**config.mk**
```make
export PLATFORM = sky130hd
export DESIGN_NAME = cache_wb_buffer_flat
export DESIGN_NICKNAME = d
export VERILOG_FILES = /design/src/rtl/cache_wb_buffer_if.sv /design/src/rtl/cache_wb_buffer.sv /design/src/flat_wrapper.sv
export SDC_FILE = /design/constraint.sdc
export NUM_CORES = 1
export LEC_CHECK = 0
export CELL_PAD_IN_SITES_DETAIL_PLACEMENT = 0
export CELL_PAD_IN_SITES_GLOBAL_PLACEMENT = 1
export CORE_MARGIN = 5
export CORE_UTILIZATION = 35
export CTS_BUF_LIST = sky130_fd_sc_hd__clkbuf_8
export DETAILED_ROUTE_END_ITERATION = 16
export PLACE_DENSITY_LB_ADDON = 0.1
export SLEW_MARGIN = 20
export SYNTH_ARGS = -nofsm -noshare
export SYNTH_HDL_FRONTEND = slang
export SYNTH_SLANG_ARGS = --single-unit
export TNS_END_PERCENT = 50
```
**constraint.sdc**
```tcl
create_clock -name clk -period 9.8 [get_ports clk]
set_input_delay 1.47 -clock clk [delete_from_list [all_inputs] [get_ports clk]]
set_output_delay 1.47 -clock clk [all_outputs]
set_load 0.05 [all_outputs]
```
**src/rtl/cache_wb_buffer_if.sv**
```systemverilog
// Bundle of all handshake/bus signals around the write-back buffer.
//   Cache side : wb_req, wb_addr, wb_line (in), wb_ready (out)
//   Memory side: wr_req/wr_addr/wr_len (address), wr_ready (in)
//                wr_valid/wr_data/wr_strb/wr_last (data), wr_data_ready (in)
//                wr_bready (out), wr_bvalid (in) (write response)
//   Lookup     : chk_addr (in), chk_hit/chk_data (out)
//   Status     : busy (out)
// Modport slave is the buffer; modport master is the cache/memory environment.
interface cache_wb_buffer_if #(
    parameter int unsigned WORDS = 4
);
    logic                   wb_req;
    logic [31:0]            wb_addr;
    logic [WORDS*32-1:0]    wb_line;
    logic                   wb_ready;

    logic                   wr_req;
    logic [31:0]            wr_addr;
    logic [7:0]             wr_len;
    logic                   wr_ready;

    logic                   wr_valid;
    logic [31:0]            wr_data;
    logic [3:0]             wr_strb;
    logic                   wr_last;
    logic                   wr_data_ready;

    logic                   wr_bready;
    logic                   wr_bvalid;

    logic [31:0]            chk_addr;
    logic                   chk_hit;
    logic [31:0]            chk_data;

    logic                   busy;

    modport slave (
        input  wb_req, wb_addr, wb_line,
        output wb_ready,
        output wr_req, wr_addr, wr_len,
        input  wr_ready,
        output wr_valid, wr_data, wr_strb, wr_last,
        input  wr_data_ready,
        output wr_bready,
        input  wr_bvalid,
        input  chk_addr,
        output chk_hit, chk_data,
        output busy
    );

    modport master (
        output wb_req, wb_addr, wb_line,
        input  wb_ready,
        input  wr_req, wr_addr, wr_len,
        output wr_ready,
        input  wr_valid, wr_data, wr_strb, wr_last,
        output wr_data_ready,
        input  wr_bready,
        output wr_bvalid,
        output chk_addr,
        input  chk_hit, chk_data,
        input  busy
    );
endinterface

```
**src/rtl/cache_wb_buffer.sv**
```systemverilog
// Single-entry write-back buffer: captures one evicted dirty line and streams
// it to memory as a single-address burst (one 32-bit word per beat), while
// reporting address hits so the refill path never reads stale memory.
// Ports:
//   clk   - clock, rising edge
//   reset - synchronous active-high reset
//   bus   - cache_wb_buffer_if.slave (cache offer, memory burst, lookup, busy)
// Optional feature macro: WB_FORWARD_EN - drives chk_data with the pending
// line word selected by chk_addr; otherwise chk_data is tied to 0.
module cache_wb_buffer #(
    parameter int unsigned WORDS = 4,
    parameter int unsigned OFF_W = 4
) (
    input  logic              clk,
    input  logic              reset,
    cache_wb_buffer_if.slave  bus
);
    localparam int unsigned CNT_W = $clog2(WORDS);
    localparam int unsigned TAG_W = 32 - OFF_W;

    typedef enum logic [1:0] {
        S_IDLE = 2'd0,
        S_ADDR = 2'd1,
        S_DATA = 2'd2,
        S_RESP = 2'd3
    } state_t;

    state_t             r_state;
    logic [CNT_W-1:0]   r_cnt;
    logic               r_pending;
    logic [31:0]        r_words [WORDS];

    logic               r_wb_ready;
    logic               r_wr_req;
    logic [31:0]        r_wr_addr;
    logic               r_wr_valid;
    logic [31:0]        r_wr_data;
    logic               r_wr_last;
    logic               r_wr_bready;

    logic               w_beat;
    logic [CNT_W-1:0]   w_cnt_nxt;
    logic               w_unused;

    assign w_beat    = r_wr_valid & bus.wr_data_ready;
    assign w_cnt_nxt = r_cnt + CNT_W'(1);

    // Buffer FSM; every handshake output is a register updated on its transition.
    always_ff @(posedge clk) begin
        if (reset) begin
            r_state     <= S_IDLE;
            r_cnt       <= '0;
            r_pending   <= 1'b0;
            r_wb_ready  <= 1'b1;
            r_wr_req    <= 1'b0;
            r_wr_addr   <= '0;
            r_wr_valid  <= 1'b0;
            r_wr_data   <= '0;
            r_wr_last   <= 1'b0;
            r_wr_bready <= 1'b0;
            for (int i = 0; i < int'(WORDS); i++) begin
                r_words[i] <= '0;
            end
        end else begin
            case (r_state)
                S_IDLE: begin
                    if (bus.wb_req) begin
                        r_state    <= S_ADDR;
                        r_pending  <= 1'b1;
                        r_wb_ready <= 1'b0;
                        r_wr_req   <= 1'b1;
                        r_wr_addr  <= {bus.wb_addr[31:OFF_W], OFF_W'(0)};
                        for (int i = 0; i < int'(WORDS); i++) begin
                            r_words[i] <= bus.wb_line[i*32 +: 32];
                        end
                    end
                end
                S_ADDR: begin
                    if (bus.wr_ready) begin
                        r_state    <= S_DATA;
                        r_wr_req   <= 1'b0;
                        r_wr_valid <= 1'b1;
                        r_cnt      <= '0;
                        r_wr_data  <= r_words[0];
                        r_wr_last  <= 1'b0;
                    end
                end
                S_DATA: begin
                    // Data and last are preloaded for the next beat so they
                    // stay stable while wr_data_ready is low.
                    if (w_beat) begin
                        r_cnt <= w_cnt_nxt;
                        if (r_wr_last) begin
                            r_state     <= S_RESP;
                            r_wr_valid  <= 1'b0;
                            r_wr_last   <= 1'b0;
                            r_wr_bready <= 1'b1;
                        end else begin
                            r_wr_data <= r_words[w_cnt_nxt];
                            r_wr_last <= (w_cnt_nxt == CNT_W'(WORDS - 1));
                        end
                    end
                end
                S_RESP: begin
                    if (bus.wr_bvalid) begin
                        r_state     <= S_IDLE;
                        r_pending   <= 1'b0;
                        r_wb_ready  <= 1'b1;
                        r_wr_bready <= 1'b0;
                    end
                end
                default: begin
                    r_state <= S_IDLE;
                end
            endcase
        end
    end

    assign bus.wb_ready  = r_wb_ready;
    assign bus.busy      = r_pending;
    assign bus.wr_req    = r_wr_req;
    assign bus.wr_addr   = r_wr_addr;
    assign bus.wr_len    = 8'(WORDS - 1);
    assign bus.wr_valid  = r_wr_valid;
    assign bus.wr_data   = r_wr_data;
    assign bus.wr_strb   = r_wr_valid ? 4'hf : 4'h0;
    assign bus.wr_last   = r_wr_last;
    assign bus.wr_bready = r_wr_bready;

    // Hazard lookup: combinational tag compare against the pending line only.
    assign bus.chk_hit = r_pending &&
                         (bus.chk_addr[31:OFF_W] == r_wr_addr[31:OFF_W]);

`ifdef WB_FORWARD_EN
    // Word select straight from the lookup address so a refill can be served
    // from the buffer in the same cycle it hits.
    assign bus.chk_data = r_words[bus.chk_addr[OFF_W-1:2]];
`else
    assign bus.chk_data = 32'h0;
`endif

    // Byte-offset bits of the incoming addresses carry no information here.
    assign w_unused = ^{bus.wb_addr[OFF_W-1:0], bus.chk_addr[OFF_W-1:0],
                        TAG_W'(0)};
endmodule

```
**src/flat_wrapper.sv**
```systemverilog
// flat-port wrapper written by rule: the top's interface ports become plain ports
module cache_wb_buffer_flat 
#(
    parameter int unsigned WORDS = 4,
    parameter int unsigned OFF_W = 4
)
  (clk, reset, bus_wb_req, bus_wb_addr, bus_wb_line, bus_wb_ready, bus_wr_req, bus_wr_addr, bus_wr_len, bus_wr_ready, bus_wr_valid, bus_wr_data, bus_wr_strb, bus_wr_last, bus_wr_data_ready, bus_wr_bready, bus_wr_bvalid, bus_chk_addr, bus_chk_hit, bus_chk_data, bus_busy);
  cache_wb_buffer_if #(.WORDS(WORDS)) bus_i ();
  input  logic clk;
  input  logic reset;
  input wire logic [$bits(bus_i.wb_req)-1:0] bus_wb_req;
  input wire logic [$bits(bus_i.wb_addr)-1:0] bus_wb_addr;
  input wire logic [$bits(bus_i.wb_line)-1:0] bus_wb_line;
  output wire logic [$bits(bus_i.wb_ready)-1:0] bus_wb_ready;
  output wire logic [$bits(bus_i.wr_req)-1:0] bus_wr_req;
  output wire logic [$bits(bus_i.wr_addr)-1:0] bus_wr_addr;
  output wire logic [$bits(bus_i.wr_len)-1:0] bus_wr_len;
  input wire logic [$bits(bus_i.wr_ready)-1:0] bus_wr_ready;
  output wire logic [$bits(bus_i.wr_valid)-1:0] bus_wr_valid;
  output wire logic [$bits(bus_i.wr_data)-1:0] bus_wr_data;
  output wire logic [$bits(bus_i.wr_strb)-1:0] bus_wr_strb;
  output wire logic [$bits(bus_i.wr_last)-1:0] bus_wr_last;
  input wire logic [$bits(bus_i.wr_data_ready)-1:0] bus_wr_data_ready;
  output wire logic [$bits(bus_i.wr_bready)-1:0] bus_wr_bready;
  input wire logic [$bits(bus_i.wr_bvalid)-1:0] bus_wr_bvalid;
  input wire logic [$bits(bus_i.chk_addr)-1:0] bus_chk_addr;
  output wire logic [$bits(bus_i.chk_hit)-1:0] bus_chk_hit;
  output wire logic [$bits(bus_i.chk_data)-1:0] bus_chk_data;
  output wire logic [$bits(bus_i.busy)-1:0] bus_busy;
  assign bus_i.wb_req = bus_wb_req;
  assign bus_i.wb_addr = bus_wb_addr;
  assign bus_i.wb_line = bus_wb_line;
  assign bus_wb_ready = bus_i.wb_ready;
  assign bus_wr_req = bus_i.wr_req;
  assign bus_wr_addr = bus_i.wr_addr;
  assign bus_wr_len = bus_i.wr_len;
  assign bus_i.wr_ready = bus_wr_ready;
  assign bus_wr_valid = bus_i.wr_valid;
  assign bus_wr_data = bus_i.wr_data;
  assign bus_wr_strb = bus_i.wr_strb;
  assign bus_wr_last = bus_i.wr_last;
  assign bus_i.wr_data_ready = bus_wr_data_ready;
  assign bus_wr_bready = bus_i.wr_bready;
  assign bus_i.wr_bvalid = bus_wr_bvalid;
  assign bus_i.chk_addr = bus_chk_addr;
  assign bus_chk_hit = bus_i.chk_hit;
  assign bus_chk_data = bus_i.chk_data;
  assign bus_busy = bus_i.busy;
  cache_wb_buffer #(.WORDS(WORDS), .OFF_W(OFF_W)) u_core (.clk(clk), .reset(reset), .bus(bus_i));
endmodule
```
==> out/summary.txt <==
outcome - finished clean
drt drc - 0
adder-cell share of the synthesized area - 0.8187%
launch point of the worst reg-to-reg path - u_core.r_state[0]$_SDFFE_PP0P_
Critical Path RT - 8.33 ns
Sink Count - 198
compound-cell area share of the yosys netlist - 12.50%
DRT iter0 DRCs - 262
largest family of logic cells by synthesized area - simple AND/OR/NAND/NOR gates
CP max stage delay - 0.86 ns
start point of the worst hold path - u_core.bus.wr_data[31]$_SDFFE_PP0P_
Switching Fraction - 42.78%
# rows - 59
port bufs - 260
area share of the largest cell type after synthesis - 41.92%
Vert. Die Dim - 171.9 µm
worst slack, placed - 4.721 ns
RSZ-0062 raised after global routing - false
maximum buffer depth of the clock tree - 2
endpoint type of the worst setup path - output pin
Total GRT Usage - 16.21%
Max Slew Vio Count - 0
layout cells sized above 1 - 10.19%
GP Congestion - 0.7461
Final nets - 1182
combinational share of power - 44.1%
critical path cell sequence - clkdlybuf4s50_1, xor2_1, nor4_1, nand4_1, nor4_1, clkdlybuf4s50_1
synthesized instance count - 744
flops & latches, synth - 198
Synth area leaders - edfxtp_1 (42%), dfxtp_1 (15%), and2_1 (8.7%), buf_4 (4.5%), mux4_2 (4.2%)
P_sw - 1417 µW
reg2reg end - u_core.bus.wr_last$_SDFFE_PP0P_
post-synth top area cell - edfxtp_1
clk slew on worst S/H paths - 0.12 ns
fmax - 196.6 MHz
fin cells - 1327
TritonCTS Buffers - 17
vias in the first global route - 6287
register area share after synthesis - 57.20%
crit start category - primary input
CP Class - in -> out
multiplexer area fraction after synthesis - 6.031%
Resize count post-CTS - 0
dominant synthesized flop cell - edfxtp_1
worst setup margin - 4.714 ns
most common cell after layout, fill and taps aside - clkdlybuf4s50_1
Worst Tran Pin Value - 1.050 ns
remaining antenna violation count - 0
num ports - 313
die area - 29540 µm²
PD cells - 269.8 nW/µm²
Netlist cell types - 37
clock power share - 17.2%
CP max stage cell - clkdlybuf4s50_1
root buf cell - clkbuf_8
drt total wl - 24.42 mm
Syn-to-layout area delta - 33.85%
Crit path arrival time - 3.62 ns
CP Max Fanout - 1
Hold WC Path Type - reg -> reg
initial antenna violation count - 3
post-synthesis simple-gate area fraction - 13.67%
hold worst-path end - u_core.bus.wr_data[31]$_SDFFE_PP0P_
met3 GRT Util - 5.716%
post-CTS setup buffer count - 0
Flop pwr share - 38.7%
Post-CTS Hold Buffers - 0
Placed Instances - 1294
Pint - 1895 µW
# setup viols final - 0
Avg WL per Cell - 18.40 µm
global-route wire length before repair - 36.40 mm
Cell Area, Synth - 9170 µm²
H-Tree Level Count - 4
met1 Track Usage GR - 20.15%
Post-synth EDFFs - 128
maximum vdd drop - 0.1361 mV
initial core utilization - 35.39%
die width - 171.9 µm
HPWL Detailed - 16.41 mm
xor/xnor share of the synthesized area - 2.674%
post-synthesis async set-or-reset flop share - 0%
clk_skew - 0.02934 ns
commonest non-fill, non-tap cells in the layout - clkdlybuf4s50_1 (259), and2_1 (128), edfxtp_1 (128), dfxtp_1 (69), a21oi_1 (57)
busiest grt layer - met2
met2 GRT Util - 27.50%
yosys synthesis warning count - 0
Max-slew headroom - 29.98%
largest net degree at the start of global routing - 83
crit path time final - 5.086 ns
fin crit share - 51.90%
R2R Setup Slk - 6.83 ns
Max Cap Violations - 0
DR vias/cell - 4.652
CTS tree - done
Final Hold Viols - 0
Worst Hold Depth - 2
drt pass-1 iters - 6
Worst-Skew Late Latency - 0.48 ns
mean post-synth cell area - 12.33 µm²
Leakage - 0.004650 µW
Core Footprint - 25910 µm²
sum of negative setup slack - 0 ns
vias - 6173
Fin Hold WS - 0.5108 ns
grt total ovfl - 0
Worst Reg2Reg Path Length in Cells - 7
[critical path: cells and delay by family]
| family | cells | cell delay [ns] |
|---|---|---|
| buffers and inverters | 2 | 1.27 |
| and+or+nand+nor | 3 | 0.73 |
| xor gates and xnor gates | 1 | 0.14 |
[routing by layer]
metal / wire length [µm] / part of all wire, %
met1: 9877 / 40
met2: 11960 / 49
met3: 2320 / 9.5
met4: 220 / 0.90
met5: 39 / 0.16
[synthesized netlist by cell type, types with 2 or more instances]
master    instances
buf_4            55
clkbuf_1         24
nor4_1            6
and2_1          128
a211oi_2         29
mux4_2           17
nor2_1           56
buf_6             4
conb_1            2
nor2b_1           3
nand3_1           3
nand2b_1          2
mux2i_1          17
a22o_1           43
a21oi_1          58
nand4_1           3
dfxtp_1          70
ha_1              6
buf_2            13
inv_1             7
xor2_1           19
xnor2_1           9
a211o_1           2
nand2_1          25
edfxtp_1        128
a211oi_1          4
[how the worst max path moves through the flow]
stage / slack (ns) / start / to / cells after the start
floorplan: 4.75 / reset / u_core.r_words[0][0]$_SDFFCE_PN0P_ / 5
global placement: 4.71 / bus_chk_addr[25] / bus_chk_hit / 6
detailed placement: 4.72 / bus_chk_addr[25] / bus_chk_hit / 6
CTS: 4.71 / bus_chk_addr[25] / bus_chk_hit / 6
global route: 4.53 / bus_chk_addr[21] / bus_chk_hit / 6
finish: 4.71 / bus_chk_addr[25] / bus_chk_hit / 6
[stage by stage]
step / util, % / area, µm² / power, µW
after floorplan: - / 9328 / 2334
after CTS: 47.36 / 12270 / 3364
after detailed placement: 45.64 / 11830 / 2787
after global routing: 47.36 / 12270 / 3506
final: 47.37 / 12270 / 3312
after global placement: 45.64 / 11830 / 2778
[cells by family after synthesis]
group,Yosys count
flip-flops,198
AO/OA/AOI/OAI,141
buffers and inverters,104
AND/OR/NAND/NOR,231
XOR/XNOR,28
other,2
multiplexers,34
adder cells (fa/ha/maj),6
[area by class of cell]
| cell class | count | area (µm²) |
|---|---|---|
| flip-flops and latches | 198 | 5246 |
| diodes | 1 | 2.502 |
| clock buffers | 17 | 234.0 |
| clock inverters | 15 | 211.5 |
| well taps | 335 | 419.2 |
| multi-input cells | 484 | 3457 |
| repair buffers | 270 | 2673 |
| inverters | 7 | 31.28 |
| fillers | 2427 | 13640 |
[power groups by stage]
stage                     clock network [µW]  logic [µW]  registers, µW
final                                    570        1460           1280
after global routing                     624        1570           1310
after CTS                                589        1490           1280
after detailed placement                   0        1480           1300
after global placement                     0        1480           1300
after floorplan                            0         703           1630
[registers in the layout, indices dropped and copies added, names as in the netlist, 2 cells and up]
name,count
u_core.r_words,128
u_core.bus.wr_data,32
u_core.bus.wr_addr,28
u_core.r_cnt,2
u_core.r_state,2
Power figures use the tool's default switching activity.
